### src/rtl/cache_fill_fsm_pkg.sv
// Shared definitions for the cache line fill engine.
//   - FSM state encoding
//   - block geometry (words per block, offset bits, bytes per word)
//   - counter width and the counter values the FSM compares against
package cache_fill_fsm_pkg;

  localparam int unsigned ADDR_W     = 16;
  localparam int unsigned DATA_W     = 16;
  localparam int unsigned WORDS      = 8;
  localparam int unsigned OFF_W      = 4;
  localparam int unsigned WORD_BYTES = 2;
  localparam int unsigned WORD_IDX_W = 3;
  localparam int unsigned CNT_W      = 4;

  // Counter values sized to the counter so compares stay width-clean.
  localparam logic [CNT_W-1:0] CNT_WORDS = 4'd8;
  localparam logic [CNT_W-1:0] CNT_LAST  = 4'd7;

  typedef enum logic [1:0] {
    StIdle = 2'b00,
    StFill = 2'b01,
    StDone = 2'b10
  } state_e;

endpackage

### src/rtl/cache_fill_fsm_if.sv
// Bundle of the cache-side and memory-side signals of the fill engine.
//   master: the fill FSM (consumes miss / memory response, drives writes / requests)
//   slave : the surrounding cache + main memory
interface cache_fill_fsm_if;
  import cache_fill_fsm_pkg::*;

  // Cache side
  logic                  miss_detected;
  logic [ADDR_W-1:0]     miss_address;
  logic                  fsm_busy;
  logic                  write_data_array;
  logic                  write_tag_array;
  logic [WORD_IDX_W-1:0] word_num;
  logic [DATA_W-1:0]     fill_data;
  logic                  fill_done;

  // Memory side
  logic [ADDR_W-1:0]     memory_address;
  logic                  memory_read_en;
  logic [DATA_W-1:0]     memory_data;
  logic                  memory_data_valid;

  modport master (
    input  miss_detected, miss_address, memory_data, memory_data_valid,
    output fsm_busy, write_data_array, write_tag_array, word_num, fill_data, fill_done,
           memory_address, memory_read_en
  );

  modport slave (
    output miss_detected, miss_address, memory_data, memory_data_valid,
    input  fsm_busy, write_data_array, write_tag_array, word_num, fill_data, fill_done,
           memory_address, memory_read_en
  );

endinterface

### src/rtl/cache_fill_fsm_fill_counter.sv
// 4-bit counter with synchronous clear and enable that saturates at the block size.
//   clk_i : clock
//   rst_i : synchronous active-high reset
//   clr_i : synchronous clear (wins over en_i)
//   en_i  : count enable
//   cnt_o : current count
module cache_fill_fsm_fill_counter
  import cache_fill_fsm_pkg::*;
(
  input  logic             clk_i,
  input  logic             rst_i,
  input  logic             clr_i,
  input  logic             en_i,
  output logic [CNT_W-1:0] cnt_o
);

  logic [CNT_W-1:0] cnt_q, cnt_d;

  always_comb begin
    cnt_d = cnt_q;
    if (clr_i) begin
      cnt_d = '0;
    end else if (en_i && (cnt_q != CNT_WORDS)) begin
      cnt_d = cnt_q + 4'd1;
    end
  end

  always_ff @(posedge clk_i) begin
    if (rst_i) begin
      cnt_q <= '0;
    end else begin
      cnt_q <= cnt_d;
    end
  end

  assign cnt_o = cnt_q;

endmodule

### src/rtl/cache_fill_fsm.sv
// Cache line fill engine. On a miss it issues eight back-to-back word reads to a
// pipelined main memory, writes each returned word into the data array, and writes
// the tag only with the final word so a line is never valid while partially filled.
//   clk : clock
//   rst : synchronous active-high reset
//   bus : cache/memory signal bundle (master side)
module cache_fill_fsm
  import cache_fill_fsm_pkg::*;
(
  input  logic            clk,
  input  logic            rst,
  cache_fill_fsm_if.master bus
);

  state_e            state_q, state_d;
  logic [ADDR_W-1:0] base_q, base_d;
  logic [CNT_W-1:0]  issue_cnt, recv_cnt;
  logic              cnt_clr, issue_en, recv_en;

  cache_fill_fsm_fill_counter u_issue_cnt (
    .clk_i (clk),
    .rst_i (rst),
    .clr_i (cnt_clr),
    .en_i  (issue_en),
    .cnt_o (issue_cnt)
  );

  cache_fill_fsm_fill_counter u_recv_cnt (
    .clk_i (clk),
    .rst_i (rst),
    .clr_i (cnt_clr),
    .en_i  (recv_en),
    .cnt_o (recv_cnt)
  );

  always_comb begin
    state_d  = state_q;
    base_d   = base_q;
    cnt_clr  = 1'b0;
    issue_en = 1'b0;
    recv_en  = 1'b0;

    bus.fsm_busy         = 1'b0;
    bus.write_data_array = 1'b0;
    bus.write_tag_array  = 1'b0;
    bus.word_num         = '0;
    bus.fill_data        = '0;
    bus.memory_address   = '0;
    bus.memory_read_en   = 1'b0;
    bus.fill_done        = 1'b0;

    case (state_q)
      StIdle: begin
        if (bus.miss_detected) begin
          base_d  = {bus.miss_address[ADDR_W-1:OFF_W], {OFF_W{1'b0}}};
          cnt_clr = 1'b1;
          state_d = StFill;
        end
      end

      StFill: begin
        bus.fsm_busy = 1'b1;

        // Issue side: one read per cycle until all words are requested. The offset is
        // spliced in rather than added so the tag/index bits can never change.
        if (issue_cnt != CNT_WORDS) begin
          bus.memory_read_en = 1'b1;
          bus.memory_address = {base_q[ADDR_W-1:OFF_W], issue_cnt[WORD_IDX_W-1:0], 1'b0};
          issue_en           = 1'b1;
        end

        // Receive side: responses come back in order, so only valids are counted.
        bus.write_data_array = bus.memory_data_valid;
        bus.fill_data        = bus.memory_data;
        bus.word_num         = recv_cnt[WORD_IDX_W-1:0];
        if (bus.memory_data_valid) begin
          recv_en = 1'b1;
          if (recv_cnt == CNT_LAST) begin
            bus.write_tag_array = 1'b1;
            state_d             = StDone;
          end
        end
      end

      StDone: begin
        bus.fill_done = 1'b1;
        state_d       = StIdle;
      end

      default: begin
        state_d = StIdle;
      end
    endcase
  end

  always_ff @(posedge clk) begin
    if (rst) begin
      state_q <= StIdle;
      base_q  <= '0;
    end else begin
      state_q <= state_d;
      base_q  <= base_d;
    end
  end

endmodule

### src/flat_wrapper.sv
// flat-port wrapper written by rule: the top's interface ports become plain ports
module cache_fill_fsm_flat import cache_fill_fsm_pkg::*;
  (clk, rst, bus_miss_detected, bus_miss_address, bus_memory_data, bus_memory_data_valid, bus_fsm_busy, bus_write_data_array, bus_write_tag_array, bus_word_num, bus_fill_data, bus_fill_done, bus_memory_address, bus_memory_read_en);
  cache_fill_fsm_if bus_i ();
  input  logic clk;
  input  logic rst;
  input wire logic [$bits(bus_i.miss_detected)-1:0] bus_miss_detected;
  input wire logic [$bits(bus_i.miss_address)-1:0] bus_miss_address;
  input wire logic [$bits(bus_i.memory_data)-1:0] bus_memory_data;
  input wire logic [$bits(bus_i.memory_data_valid)-1:0] bus_memory_data_valid;
  output wire logic [$bits(bus_i.fsm_busy)-1:0] bus_fsm_busy;
  output wire logic [$bits(bus_i.write_data_array)-1:0] bus_write_data_array;
  output wire logic [$bits(bus_i.write_tag_array)-1:0] bus_write_tag_array;
  output wire logic [$bits(bus_i.word_num)-1:0] bus_word_num;
  output wire logic [$bits(bus_i.fill_data)-1:0] bus_fill_data;
  output wire logic [$bits(bus_i.fill_done)-1:0] bus_fill_done;
  output wire logic [$bits(bus_i.memory_address)-1:0] bus_memory_address;
  output wire logic [$bits(bus_i.memory_read_en)-1:0] bus_memory_read_en;
  assign bus_i.miss_detected = bus_miss_detected;
  assign bus_i.miss_address = bus_miss_address;
  assign bus_i.memory_data = bus_memory_data;
  assign bus_i.memory_data_valid = bus_memory_data_valid;
  assign bus_fsm_busy = bus_i.fsm_busy;
  assign bus_write_data_array = bus_i.write_data_array;
  assign bus_write_tag_array = bus_i.write_tag_array;
  assign bus_word_num = bus_i.word_num;
  assign bus_fill_data = bus_i.fill_data;
  assign bus_fill_done = bus_i.fill_done;
  assign bus_memory_address = bus_i.memory_address;
  assign bus_memory_read_en = bus_i.memory_read_en;
  cache_fill_fsm u_core (.clk(clk), .rst(rst), .bus(bus_i));
endmodule
### config.mk
export PLATFORM = sky130hd
export DESIGN_NAME = cache_fill_fsm_flat
export DESIGN_NICKNAME = d
export VERILOG_FILES = /design/src/rtl/cache_fill_fsm_pkg.sv /design/src/rtl/cache_fill_fsm_if.sv /design/src/rtl/cache_fill_fsm_fill_counter.sv /design/src/rtl/cache_fill_fsm.sv /design/src/flat_wrapper.sv
export SDC_FILE = /design/constraint.sdc
export NUM_CORES = 1
export LEC_CHECK = 0
export ABC_AREA = 0
export BUFFER_PORTS_ARGS = -buffer_cell sky130_fd_sc_hd__buf_4
export CORE_ASPECT_RATIO = 2
export CORE_MARGIN = 5
export CORE_UTILIZATION = 35
export DETAILED_ROUTE_END_ITERATION = 16
export PLACE_DENSITY_LB_ADDON = 0.08
export SYNTH_ARGS = -nofsm -noshare
export SYNTH_HDL_FRONTEND = slang
export SYNTH_SLANG_ARGS = --single-unit
export TNS_END_PERCENT = 5
### constraint.sdc
create_clock -name clk -period 1.5 [get_ports clk]
set_input_delay 0.075 -clock clk [delete_from_list [all_inputs] [get_ports clk]]
set_output_delay 0.075 -clock clk [all_outputs]
set_load 0.1 [all_outputs]
== Yosys cells after proc, flatten, opt, wreduce, memory -nomap -nowiden ==
Cells that the tools add are included.

* Add/sub/neg operators: 2
* Multipliers: 0
* Divide/modulo/power cells: 0
* $lt $le $gt $ge: 0
* Equality and inequality tests: 8
* Shift-type cells: 0
* Mux-type cells: 20
* Bitwise logic cells: 0
* Reductions and logical operators: 6

{| class="wikitable"
|+ Operator list
! kind !! count
|-
| $mux 16 || 3
|-
| $mux 1 || 12
|-
| $add 4x1->4 const B || 2
|-
| $ne 4x4->1 const B || 2
|-
| $mux 2 || 3
|-
| $eq 4x3->1 const B || 1
|-
| $ne 2x2->1 const B || 2
|-
| $pmux 2 s2 || 1
|-
| $mux 3 || 1
|-
| $reduce_and 3->1 || 1
|-
| $eq 2x1->1 const B || 1
|-
| $eq 2x2->1 const B || 1
|-
| $logic_and 1x1->1 || 2
|-
| $logic_not 2->1 || 1
|-
| $ne 2x1->1 const B || 1
|-
| $reduce_and 2->1 || 1
|-
| $reduce_or 2->1 || 1
|}

* Register bits: 22
* Latch bits: 0
* Memory bits (writable): 0
* Memory bits (read-only): 0
* Memories: 0

== Depth between registers and ports, before layout ==
* Depth in word-level cells: 4
* Depth in mapped cells: 6
* Depth with buffers taken out: 5

== By module ==
Synthesis repeated with hierarchy kept, for this count alone.

* Cell total of the unflattened synthesis: 141
* Area, all modules: 1207.4 sq um

{| class="wikitable"
|+ Modules (own cells, without submodules)
! module !! instances !! cells an instance !! area each (sq um) !! sequential area each (sq um)
|-
| cache_fill_fsm || 1 || 93 || 799.5 || 280.3
|-
| cache_fill_fsm_fill_counter || 2 || 24 || 203.9 || 80.1
|}

== Worst setup path after synthesis ==
No wires, ideal clock.

* Kind: flip-flop to output port
* From: reg u_core.u_issue_cnt.cnt_q[0] (netlist: u_core.u_issue_cnt.cnt_o[0])
* To: out bus_memory_address[1]
* Data arrival time: 2.877 ns
* Data required time: 1.425 ns
* Setup slack: -1.452 ns
* Stages on the path, launching flop included: 5
* Cells stage by stage: dfxtp_1 > inv_1 > ha_1 > and3b_1 > nor3_1

* Longest elaborated chain between the ends: 3

{| class="wikitable"
|+ Ends and longest elaborated chain
! element !! line !! RTL
|-
| start, declared || cache_fill_fsm_fill_counter.sv:17 || <nowiki>logic [CNT_W-1:0] cnt_q, cnt_d;</nowiki>
|-
| start signal, assigned || cache_fill_fsm_fill_counter.sv:32 || <nowiki>cnt_q <= cnt_d;</nowiki>
|-
| $ne 4x4->1 || cache_fill_fsm.sv:66 || <nowiki>if (issue_cnt != CNT_WORDS) begin</nowiki>
|-
| $mux 16 * || cache_fill_fsm.sv:66 ||
|-
| $mux 16 * || cache_fill_fsm.sv:52 || <nowiki>case (state_q)</nowiki>
|-
| end, declared || flat_wrapper.sv:17 || <nowiki>output wire logic [$bits(bus_i.memory_address)-1:0] bus_memory_address;</nowiki>
|}

Every way passes the cells marked *; elsewhere a longest branch is shown, timed or not.

== Final worst setup path ==
* From: reg u_core.u_issue_cnt.cnt_q[1] (netlist: u_core.u_issue_cnt.cnt_o[1])
* To: out bus_memory_address[15]

* Longest elaborated chain between the ends: 3

{| class="wikitable"
|+ Ends and longest elaborated chain
! element !! line
|-
| $ne 4x4->1 || cache_fill_fsm.sv:66
|-
| $mux 16 || cache_fill_fsm.sv:66
|-
| $mux 16 || cache_fill_fsm.sv:52
|}

No other way between the ends.

==> qor.txt <==
result of the run = finished, violations left
violations in the final reports = setup timing
category of the critical setup timing path = reg2out
number of detailed-route iterations in the first pass = 4
area of the multi-input gates = 796 um^2
Final Max Slew Viols = 0
clock tree from TritonCTS = done
global-route wire length before repair = 6490 um
fill cell instance count of the final layout = 264
clock latency reported for the late side of the worst-skew pair = 260 ps
count of unique library cells instantiated by Yosys = 27
count of clock tree sinks = 22
remaining routing DRC violations = 0
total area of sequential cells = 444 um^2
P_leak = 1.00 nW
grt ovf = 0
category of the worst setup path launch point = flop
num rows = 30
largest incremental delay on the critical path = 340 ps
total clock buffers created by CTS = 3
area share of the largest cell type after synthesis = 0.369
Clock Root Buffer = sky130_fd_sc_hd__clkbuf_8
Crit path required time = 1420 ps
kind of end point of the critical path = primary output
I/O pin count = 76
via count of the first global-routing pass = 1423
count of vias placed by the detailed router = 1380
final period utilization = 1.04
die extent in x = 51.3 um
count of endpoints failing setup in the final report = 14
fin nets = 281
minimum setup slack in the final design = -55.6 ps
Hold Vio Cnt, Final = 0
area enclosed by the die boundary = 4740 um^2
leading post-synthesis cells by cell area = sky130_fd_sc_hd__dfxtp_1, sky130_fd_sc_hd__a21oi_1, sky130_fd_sc_hd__and2_1, sky130_fd_sc_hd__nand2_1, sky130_fd_sc_hd__and3_1
largest driver fanout on the critical path = 7
n_diodes = 0
summed instance area of the synthesized netlist = 1190 um^2
DRT iter0 DRCs = 17
Slowest cell on crit path = sky130_fd_sc_hd__dfxtp_2
Vias/cell = 5.07
initial cell density of the core = 0.357
clock transition time at the flip-flop clock pins of the worst setup and hold paths = 80 ps
per-instance average area after synthesis = 7.50 um^2
Max VDD drop = 0.641 mV
global placement routability congestion = 0.820
number of warnings reported in the yosys synthesis log = 0
final core area utilization = 0.691
cell accounting for the most synthesized area = sky130_fd_sc_hd__dfxtp_1
maximum level of the CTS H-tree = 1
FMAX = 0.643 GHz
antenna violations before repair = 0
sequential-to-total area share from yosys stat = 0.369
top library cells by usage in the layout, fill and taps aside = sky130_fd_sc_hd__buf_4, sky130_fd_sc_hd__nand2_1, sky130_fd_sc_hd__a21oi_1
antenna-violating nets left = 0
total length of routed wires = 3980 um
placeable core area = 3340 um^2
crit-path cells = inv_2 -> ha_4 -> nand3b_1 -> buf_6 -> and3_4 -> buf_12
post-layout minimum cycle time = 1560 ps
largest net degree at the start of global routing = 34
path class of the lowest-slack min-delay path = in2reg
combined global-route utilization of all metal layers = 0.175
count of state elements after synthesis = 22
arrival time at the worst endpoint = 1480 ps
count of input and output buffers = 70
Syn Nets = 199
CTS hold repair buffers = 0
number of cells produced by synthesis = 159
routed wirelength normalized by instance count = 14.6 um
layout cells sized above 1 = 0.533
Die Y-Extent = 92.5 um
Layout Area Growth over Synthesis = 93.7%
buffers from clock root to sink, at most = 2
commonest non-fill, non-tap cell in the layout = sky130_fd_sc_hd__buf_4
RSZ-0062 raised after global routing = yes
power density over the cells = 744 nW/um^2
worst hold-check slack = 54.3 ps
max-cap viol count = 0
worst-case clock skew = 1.93 ps
placed wire-length estimate = 3050 um
## metal layers
layer	track usage	share of wire	up-vias
met5	0	0	-
met4	0.0766	0.011	0
met3	0.0354	0.060	4
met2	0.336	0.59	42
met1	0.171	0.34	638
li1	-	-	696
## report_power, final
group	switching (mW)	total (mW)	internal (mW)
Sequential	0.0149	0.624	0.610
Combinational	0.444	0.669	0.225
Clock	0.192	0.426	0.234
## cell families after synthesis
| kind of cell | count (synthesis) | synth area share |
|---|---|---|
| and+or+nand+nor | 83 | 0.385 |
| AOI/OAI and AO/OA | 31 | 0.133 |
| DFF | 22 | 0.369 |
| buffers and inverters | 18 | 0.0672 |
| adders and majority gates | 4 | 0.0420 |
| other | 1 | 0.00314 |
## synthesized netlist by cell type
library cell               instances
sky130_fd_sc_hd__dfxtp_1          22
sky130_fd_sc_hd__buf_4             1
sky130_fd_sc_hd__nand4b_1          1
sky130_fd_sc_hd__or3b_1            1
sky130_fd_sc_hd__nand3b_1          2
sky130_fd_sc_hd__ha_1              4
sky130_fd_sc_hd__a31o_1            1
sky130_fd_sc_hd__nor2_1            5
sky130_fd_sc_hd__inv_2             1
sky130_fd_sc_hd__nand2_1          25
sky130_fd_sc_hd__nor3b_2           1
sky130_fd_sc_hd__clkbuf_1          2
sky130_fd_sc_hd__conb_1            1
sky130_fd_sc_hd__nand4_1           2
sky130_fd_sc_hd__and3_1           12
sky130_fd_sc_hd__or3_1             1
sky130_fd_sc_hd__and2_1           17
sky130_fd_sc_hd__and3b_1           3
sky130_fd_sc_hd__inv_1             7
sky130_fd_sc_hd__nand3b_2          1
sky130_fd_sc_hd__nand3_1           6
sky130_fd_sc_hd__o21ai_0           7
sky130_fd_sc_hd__nor2b_1           1
sky130_fd_sc_hd__nor3_1            3
sky130_fd_sc_hd__nand2b_1          2
sky130_fd_sc_hd__a21oi_1          23
sky130_fd_sc_hd__buf_2             7
## flip-flops by register name (all words and copies together), names as in the netlist
signal	flops
u_core.state_q	2
u_core.base_q	12
u_core.u_recv_cnt.cnt_o	4
u_core.u_issue_cnt.cnt_o	4
## final timing paths
| check | startpoint | endpoint | slack [ps] | cells after the start |
|---|---|---|---|---|
| setup reg to reg | u_core.state_q[0] | u_core.u_issue_cnt.cnt_o[3] | 160 | 4 |
| setup / recovery | u_core.u_issue_cnt.cnt_o[1] | bus_memory_address[15] | -60 | 6 |
| hold / removal | bus_miss_address[11] | u_core.base_q[11] | 50 | 3 |
| hold reg to reg | u_core.base_q[11] | u_core.base_q[11] | 460 | 2 |
## per-stage QoR
| stage | std cells | area (um^2) | setup slack [ps] | TNS [ps] | total power [mW] |
|---|---|---|---|---|---|
| after floorplan | 159 | 1250 | -278 | -5650 | 1.07 |
| after global placement | 262 | 1850 | 78.6 | 0 | 1.22 |
| after detailed placement | 262 | 1850 | 31.3 | 0 | 1.23 |
| after CTS | 270 | 2270 | -55.6 | -653 | 1.74 |
| after global routing | 272 | 2310 | -117 | -2330 | 1.80 |
| final | 272 | 2310 | -55.6 | -680 | 1.72 |
## cell type report
type,count,share of cell area
timing repair buffer,87,0.407
multi-input combinational,119,0.345
sequential,22,0.192
clock buffer,4,0.0238
tap,32,0.0173
inverter,8,0.0152
## worst max-delay path, delay by kind of cell (launching register included)
| family | cells | cell delay (ps) |
|---|---|---|
| AND/OR/NAND/NOR | 2 | 340 |
| adder cells (fa/ha/maj) | 1 | 160 |
| flip-flops | 1 | 340 |
| buffers and inverters | 3 | 370 |
## what timing repair did
item	4_1_cts	5_1_grt
setup buffers	3	2
pin swaps	11	2
gates resized for setup	87	7
gates cloned	1	0
endpoints found under the setup margin	34	36
Note: power is estimated with default switching activity, not from simulation.
